## config.mk

```make
export PLATFORM = sky130hd
export DESIGN_NAME = gardner_ted_param
export DESIGN_NICKNAME = d
export VERILOG_FILES = /design/src/rtl/gardner_ted_param.sv
export SDC_FILE = /design/constraint.sdc
export NUM_CORES = 2
export LEC_CHECK = 0
export ABC_AREA = 1
export BUFFER_PORTS_ARGS = -buffer_cell sky130_fd_sc_hd__clkbuf_2
export CAP_MARGIN = 5
export CORE_MARGIN = 4
export CORE_UTILIZATION = 55
export DETAILED_ROUTE_END_ITERATION = 10
export PLACE_DENSITY = 0.71
export RECOVER_POWER = 25
export SYNTH_ARGS = -nofsm -noshare
export SYNTH_HDL_FRONTEND = slang
export SYNTH_SLANG_ARGS = --single-unit
```

## constraint.sdc

```tcl
create_clock -name clk_32M768 -period 8.4 [get_ports clk_32M768]
set_input_delay 0 -clock clk_32M768 [delete_from_list [all_inputs] [get_ports clk_32M768]]
set_output_delay 0 -clock clk_32M768 [all_outputs]
set_load 0.1 [all_outputs]
```

## src/rtl/gardner_ted_param.sv

```systemverilog
// Gardner timing error detector with internal I/Q delay lines.
// Each qualifying sample k produces
//   e = sat( ( I[k-H]*trunc(I[k-2H]-I[k]) + Q[k-H]*trunc(Q[k-2H]-Q[k]) ) >>> SHIFT )
// where H = HALF_SPS. A copy of e is also emitted once per symbol at a
// programmable symbol-counter phase for loop filters that run at symbol rate.
module gardner_ted_param #(
  parameter int WIDTH              = 16,
  parameter int HALF_SPS           = 16,
  parameter int DIFF_BITS          = 6,
  parameter int OUT_WIDTH          = 16,
  parameter int SHIFT              = 0,
  parameter int USE_SIMPLE_GARDNER = 0,
  parameter int SYM_PHASE          = 0
) (
  input  logic                        clk_32M768,
  input  logic                        rst,
  input  logic                        in_valid,
  input  logic signed [WIDTH-1:0]     I,
  input  logic signed [WIDTH-1:0]     Q,
  input  logic                        phase_load,
  output logic                        primed,
  output logic signed [OUT_WIDTH-1:0] err_n,
  output logic                        err_valid,
  output logic signed [OUT_WIDTH-1:0] err_sym,
  output logic                        err_sym_valid
);

  localparam int DEPTH = 2 * HALF_SPS;
  localparam int AW    = $clog2(DEPTH);
  localparam int FW    = AW + 1;
  localparam int DW    = WIDTH + 1;
  localparam int TRUNC = DW - DIFF_BITS;
  localparam int PW    = WIDTH + DIFF_BITS;
  localparam int SW    = PW + 1;
  localparam int CW    = ((SW > OUT_WIDTH) ? SW : OUT_WIDTH) + 1;

  // Full-precision (older - newer) difference, floored down to DIFF_BITS.
  function automatic logic signed [DIFF_BITS-1:0] trunc_diff(
    input logic signed [WIDTH-1:0] older,
    input logic signed [WIDTH-1:0] newer
  );
    logic signed [DW-1:0] d;
    logic signed [DW-1:0] s;
    d = {older[WIDTH-1], older} - {newer[WIDTH-1], newer};
    s = d >>> TRUNC;
    return s[DIFF_BITS-1:0];
  endfunction

  // Midpoint weighting: true multiply, or sign(midpoint) in the simple variant.
  function automatic logic signed [PW-1:0] mid_product(
    input logic signed [WIDTH-1:0]     mid,
    input logic signed [DIFF_BITS-1:0] dt
  );
    logic signed [PW-1:0] dx;
    logic signed [PW-1:0] mx;
    dx = PW'(dt);
    mx = PW'(mid);
    if (USE_SIMPLE_GARDNER != 0) begin
      return mid[WIDTH-1] ? -dx : dx;
    end
    return mx * dx;
  endfunction

  // Arithmetic scale-down followed by clamping to the output range.
  function automatic logic signed [OUT_WIDTH-1:0] shift_sat(
    input logic signed [SW-1:0] s
  );
    logic signed [SW-1:0] sh;
    logic signed [CW-1:0] x;
    logic signed [CW-1:0] hi;
    logic signed [CW-1:0] lo;
    sh = s >>> SHIFT;
    x  = CW'(sh);
    hi = {{(CW-OUT_WIDTH+1){1'b0}}, {(OUT_WIDTH-1){1'b1}}};
    lo = ~hi;
    if (x > hi) begin
      return {1'b0, {(OUT_WIDTH-1){1'b1}}};
    end
    if (x < lo) begin
      return {1'b1, {(OUT_WIDTH-1){1'b0}}};
    end
    return x[OUT_WIDTH-1:0];
  endfunction

  logic signed [WIDTH-1:0] mem_i [DEPTH];
  logic signed [WIDTH-1:0] mem_q [DEPTH];

  logic [AW-1:0] wr_ptr;
  logic [AW-1:0] rd_mid;
  logic [FW-1:0] fill;
  logic [FW-1:0] fill_nxt;
  logic [AW-1:0] sym_cnt;
  logic [AW-1:0] sym_cur;
  logic          load_pend;
  logic          qual;
  logic          sym_hit;

  logic                        vld_p0, vld_p1, vld_p2;
  logic                        sym_p0, sym_p1, sym_p2;
  logic signed [DIFF_BITS-1:0] diff_i_p0, diff_q_p0;
  logic signed [WIDTH-1:0]     mid_i_p0, mid_q_p0;
  logic signed [PW-1:0]        prod_i_p1, prod_q_p1;
  logic signed [SW-1:0]        sum_p2;

  // Midpoint tap sits half a buffer away from the write pointer; the
  // oldest tap is the write address itself, read before it is overwritten.
  assign rd_mid   = wr_ptr + AW'(HALF_SPS);
  assign qual     = in_valid && (fill == FW'(DEPTH));
  assign fill_nxt = (in_valid && (fill != FW'(DEPTH))) ? fill + FW'(1) : fill;
  assign sym_cur  = (phase_load || load_pend) ? '0 : sym_cnt;
  assign sym_hit  = (sym_cur == AW'(SYM_PHASE));

  // Sample store: one write per valid sample, contents never cleared.
  always_ff @(posedge clk_32M768) begin
    if (in_valid) begin
      mem_i[wr_ptr] <= I;
      mem_q[wr_ptr] <= Q;
    end
  end

  // Write pointer, fill level, primed flag and symbol counter.
  always_ff @(posedge clk_32M768 or posedge rst) begin
    if (rst) begin
      wr_ptr    <= '0;
      fill      <= '0;
      primed    <= 1'b0;
      sym_cnt   <= '0;
      load_pend <= 1'b0;
    end else begin
      fill   <= fill_nxt;
      primed <= (fill_nxt == FW'(DEPTH));
      if (in_valid) begin
        wr_ptr <= wr_ptr + AW'(1);
      end
      if (qual) begin
        sym_cnt   <= sym_cur + AW'(1);
        load_pend <= 1'b0;
      end else if (phase_load) begin
        load_pend <= 1'b1;
      end
    end
  end

  // Pipeline valids and symbol tags; cleared by reset, never stalled.
  always_ff @(posedge clk_32M768 or posedge rst) begin
    if (rst) begin
      vld_p0 <= 1'b0;
      vld_p1 <= 1'b0;
      vld_p2 <= 1'b0;
      sym_p0 <= 1'b0;
      sym_p1 <= 1'b0;
      sym_p2 <= 1'b0;
    end else begin
      vld_p0 <= qual;
      sym_p0 <= qual && sym_hit;
      vld_p1 <= vld_p0;
      sym_p1 <= sym_p0;
      vld_p2 <= vld_p1;
      sym_p2 <= sym_p1;
    end
  end

  // Datapath stages p0..p2 run freely; valids decide what is meaningful.
  always_ff @(posedge clk_32M768) begin
    // p0: truncated late-early differences and midpoint samples
    diff_i_p0 <= trunc_diff(mem_i[wr_ptr], I);
    diff_q_p0 <= trunc_diff(mem_q[wr_ptr], Q);
    mid_i_p0  <= mem_i[rd_mid];
    mid_q_p0  <= mem_q[rd_mid];
    // p1: per-channel midpoint products
    prod_i_p1 <= mid_product(mid_i_p0, diff_i_p0);
    prod_q_p1 <= mid_product(mid_q_p0, diff_q_p0);
    // p2: I + Q with one growth bit
    sum_p2    <= SW'(prod_i_p1) + SW'(prod_q_p1);
  end

  // Output stage: shift+saturate, holding the last error between strobes.
  always_ff @(posedge clk_32M768 or posedge rst) begin
    if (rst) begin
      err_n         <= '0;
      err_valid     <= 1'b0;
      err_sym       <= '0;
      err_sym_valid <= 1'b0;
    end else begin
      err_valid     <= vld_p2;
      err_sym_valid <= sym_p2;
      if (vld_p2) begin
        err_n <= shift_sat(sum_p2);
      end
      if (sym_p2) begin
        err_sym <= shift_sat(sum_p2);
      end
    end
  end

endmodule

```

==> metrics.md <==
| Metric | Value |
|---|---|
| Final worst-path cycle share | 57.8% |
| Largest net degree at the start of global routing | 210 |
| Kind of critical path | reg2reg |
| DP Wirelength | 76.7 mm |
| Met2 routed WL | 64.7 mm |
| GR Util All Layers | 26.6% |
| Slew HR | -5.78% |
| Initial antenna violation count | 5 |
| Asr flop ratio synth | 4.86% |
| Failing checks | capacitance limit, slew limit |
| Post-synth EDFFs | 1,024 |
| # hold bufs at CTS | 34 |
| RR Startpoint | diff_q_p0[5] |
| DRT iter0 DRCs | 4,322 |
| Max stage delay on crit path | 520 ps |
| CP endpoint kind | flip-flop |
| Antenna viol nets, final | 0 |
| Total number of vias | 36,294 |
| Commonest non-fill, non-tap cell in the layout | edfxtp_1 |
| Seq cells post-synth | 1,193 |
| # DRC | 0 |
| # H-tree levels | 3 |
| Fin crit period | 4860 ps |
| Clock root cell | clkbuf_16 |
| Max-cap check violation count | 2 |
| Global-route wire length before repair | 209 mm |
| Synth top area share | 57.0% |
| Starting Density | 55.6% |
| Worst-Margin Slew | 1590 ps |
| Horiz. Die Dim | 321 microns |
| Ys Warns | 0 |
| Grt total ovfl | 0 |
| CTS tree | built |
| Post-layout nets | 5,047 |
| Core Rows | 114 |
| Arrival time worst endpoint | 5480 ps |
| TNS Setup | 0 ps |
| Clock-pin slew on the worst setup and hold paths | 60 ps |
| Worst R2R Path Depth | 17 |
| IO Pins | 71 |
| Required @ worst endpoint | 9020 ps |
| Most frequent CP cell | fa_1 |
| # port buffers | 70 |
| Clock sinks | 1,193 |
| Biggest area consumer among synthesized cells | edfxtp_1 |
| Avg Cell Area, Syn | 11.5 sq um |
| Most used DFF post-synth | edfxtp_1 |
| Max Clock Skew | 27.8 ps |
| Highest metal used | met5 |
| Drt wl/cell | 22.6 microns |
| Commonest non-fill, non-tap cells in the layout | edfxtp_1 (1,024), nand2_1 (753), nor2_1 (561) |
| WHS | 78.8 ps |
| Netlist cell types | 48 |
| Seq/Total Area, Yosys | 63.8% |
| Hold Crit Class | in2async |
| Crit Path Max Fanout | 16 |
| Critical path's slowest cell | fa_1 |
| FMAX | 206 MHz |
| P&R area growth vs syn | 10.6% |
| Worst r2r dst | prod_q_p1[18] |
| Final Hold Violating Endpoints | 0 |
| Detailed-router iteration count before antenna repair | 6 |
| Post-DP Area | 0.0556 sq mm |
| Core area | 0.0970 sq mm |
| Vias in the first global route | 34,882 |
| Status | finished, violations left |
| Final setup vio count | 0 |
| Reg2Reg Setup Slack | 3540 ps |
| Cts repair resizes | 0 |
| RePlAce Congestion | 0.894 |
| Die Height | 321 microns |
| Area contributors post-synth | edfxtp_1 (57%), nand2_1 (5.2%), fa_1 (4.9%) |
| Final Slew Violations | 68 |
| Synthesized cell area | 0.0539 sq mm |
| Synthesized instance count | 4,702 |
| Setup repair bufs after CTS | 0 |
| RSZ-0062 raised after global routing | no |
| Num CTS Buffers | 117 |
| CP Launch Type | flip-flop |
| Design Area, Final | 0.0597 sq mm |
| Layout cell share with drive strength beyond 1 | 7.52% |
| M1 wire length | 54.8 mm |
| Vias per inst | 5.94 |
| Total Wirelength | 138 mm |
| Max clock buf depth | 3 |
| Clock latency on the worst-skew pair | 700 ps |
| Metal3 WL | 13.4 mm |
| Mapped Nets | 5,013 |
| Crit path cell chain | inv_1 > or2_2 > fa_1 > fa_1 > inv_1 > fa_1 > fa_1 > inv_1 > fa_1 > nor3_1 > nor2_1 > o21ai_2 > a21boi_0 > o21ai_1 > nand3_1 > nand2_1 > xor2_1 |
| Die area | 0.103 sq mm |
-- critical path: cells and delay by family, from the launching register on --
kind                     cells  cell delay (ps)
AND/OR/NAND/NOR              5              850
buffers and inverters        3              420
AO/OA/AOI/OAI                3              550
adder cells (fa/ha/maj)      5             2330
flip-flops                   1              470
XOR/XNOR                     1              130
-- cells by family (layout without fill, tap and decap cells) --
| logic type | Yosys count | in the layout | synth area share, % |
|---|---|---|---|
| other cells | 0 | 1 | 0 |
| flops | 1193 | 1193 | 63.8 |
| fa+ha+maj | 275 | 275 | 8.23 |
| simple gates | 1536 | 1536 | 11.2 |
| compound gates | 950 | 950 | 10.1 |
| buf+inv | 644 | 780 | 4.80 |
| mux | 30 | 30 | 0.626 |
| xor+xnor | 74 | 74 | 1.20 |
-- state kept, by name, summed over array words and instances, names as in the netlist, 5 cells and up --
register and flops:
diff_q_p0 6, prod_i_p1 22, sym_cnt 5, prod_q_p1 22, mem_q 512, mid_i_p0 16, mid_q_p0 16, sum_p2 23
diff_i_p0 6, wr_ptr 5, err_n 16, err_sym 16, mem_i 512, fill 6
-- cell type report --
cell class / instances / area (sq um)
clock buffer: 154 / 3180
antenna: 1 / 2.50
clock inverter: 67 / 599
tap: 1276 / 1600
fill: 7489 / 37300
inverter: 394 / 1490
sequential: 1193 / 34400
timing repair buffer: 165 / 1180
multi-input combinational: 2865 / 17200
-- worst max-delay path by stage --
stage / end / slack (ps) / cells after the start / from
after floorplan: prod_i_p1[16] / 3970 / 20 / diff_i_p0[3]
after global placement: prod_q_p1[18] / 3680 / 17 / diff_q_p0[5]
after detailed placement: prod_q_p1[18] / 3560 / 17 / diff_q_p0[5]
after CTS: prod_q_p1[18] / 3520 / 17 / diff_q_p0[5]
after global routing: prod_q_p1[18] / 3230 / 17 / diff_q_p0[5]
final: prod_q_p1[18] / 3540 / 17 / diff_q_p0[5]
-- per-stage QoR --
| stage | utilization (%) | setup slack, ps | std cells |
|---|---|---|---|
| global placement | 57.3 | 3680 | 5858 |
| finish | 61.5 | 3540 | 6115 |
| CTS | 61.5 | 3520 | 6113 |
| global route | 61.5 | 3230 | 6114 |
| detailed placement | 57.3 | 3560 | 5858 |
| floorplan | - | 3970 | 4702 |
-- metal layers --
metal / vias up / global-route usage, %
met5: - / 0
met2: 1804 / 43.3
met4: 4 / 9.48
li1: 16487 / -
met3: 323 / 4.98
met1: 17676 / 36.4
-- cell usage after synthesis, types with 15 or more instances --
library cell and count:
nor2_1 594, dfxtp_1 111, inv_1 390, nand2_1 753, buf_2 47, buf_4 15
dfrtp_1 58, nand3_1 142, xnor2_1 33, o221ai_1 76, xor2_1 41, o21ai_0 515
fa_1 133, o22ai_1 165, clkbuf_1 158, ha_1 142, buf_1 23, mux2_2 30
a21oi_1 97, nor3_1 16, o211ai_1 49, edfxtp_1 1024
Power is not shown: default switching activity piles up to over one toggle a cycle in this logic, so the estimate is an artifact.
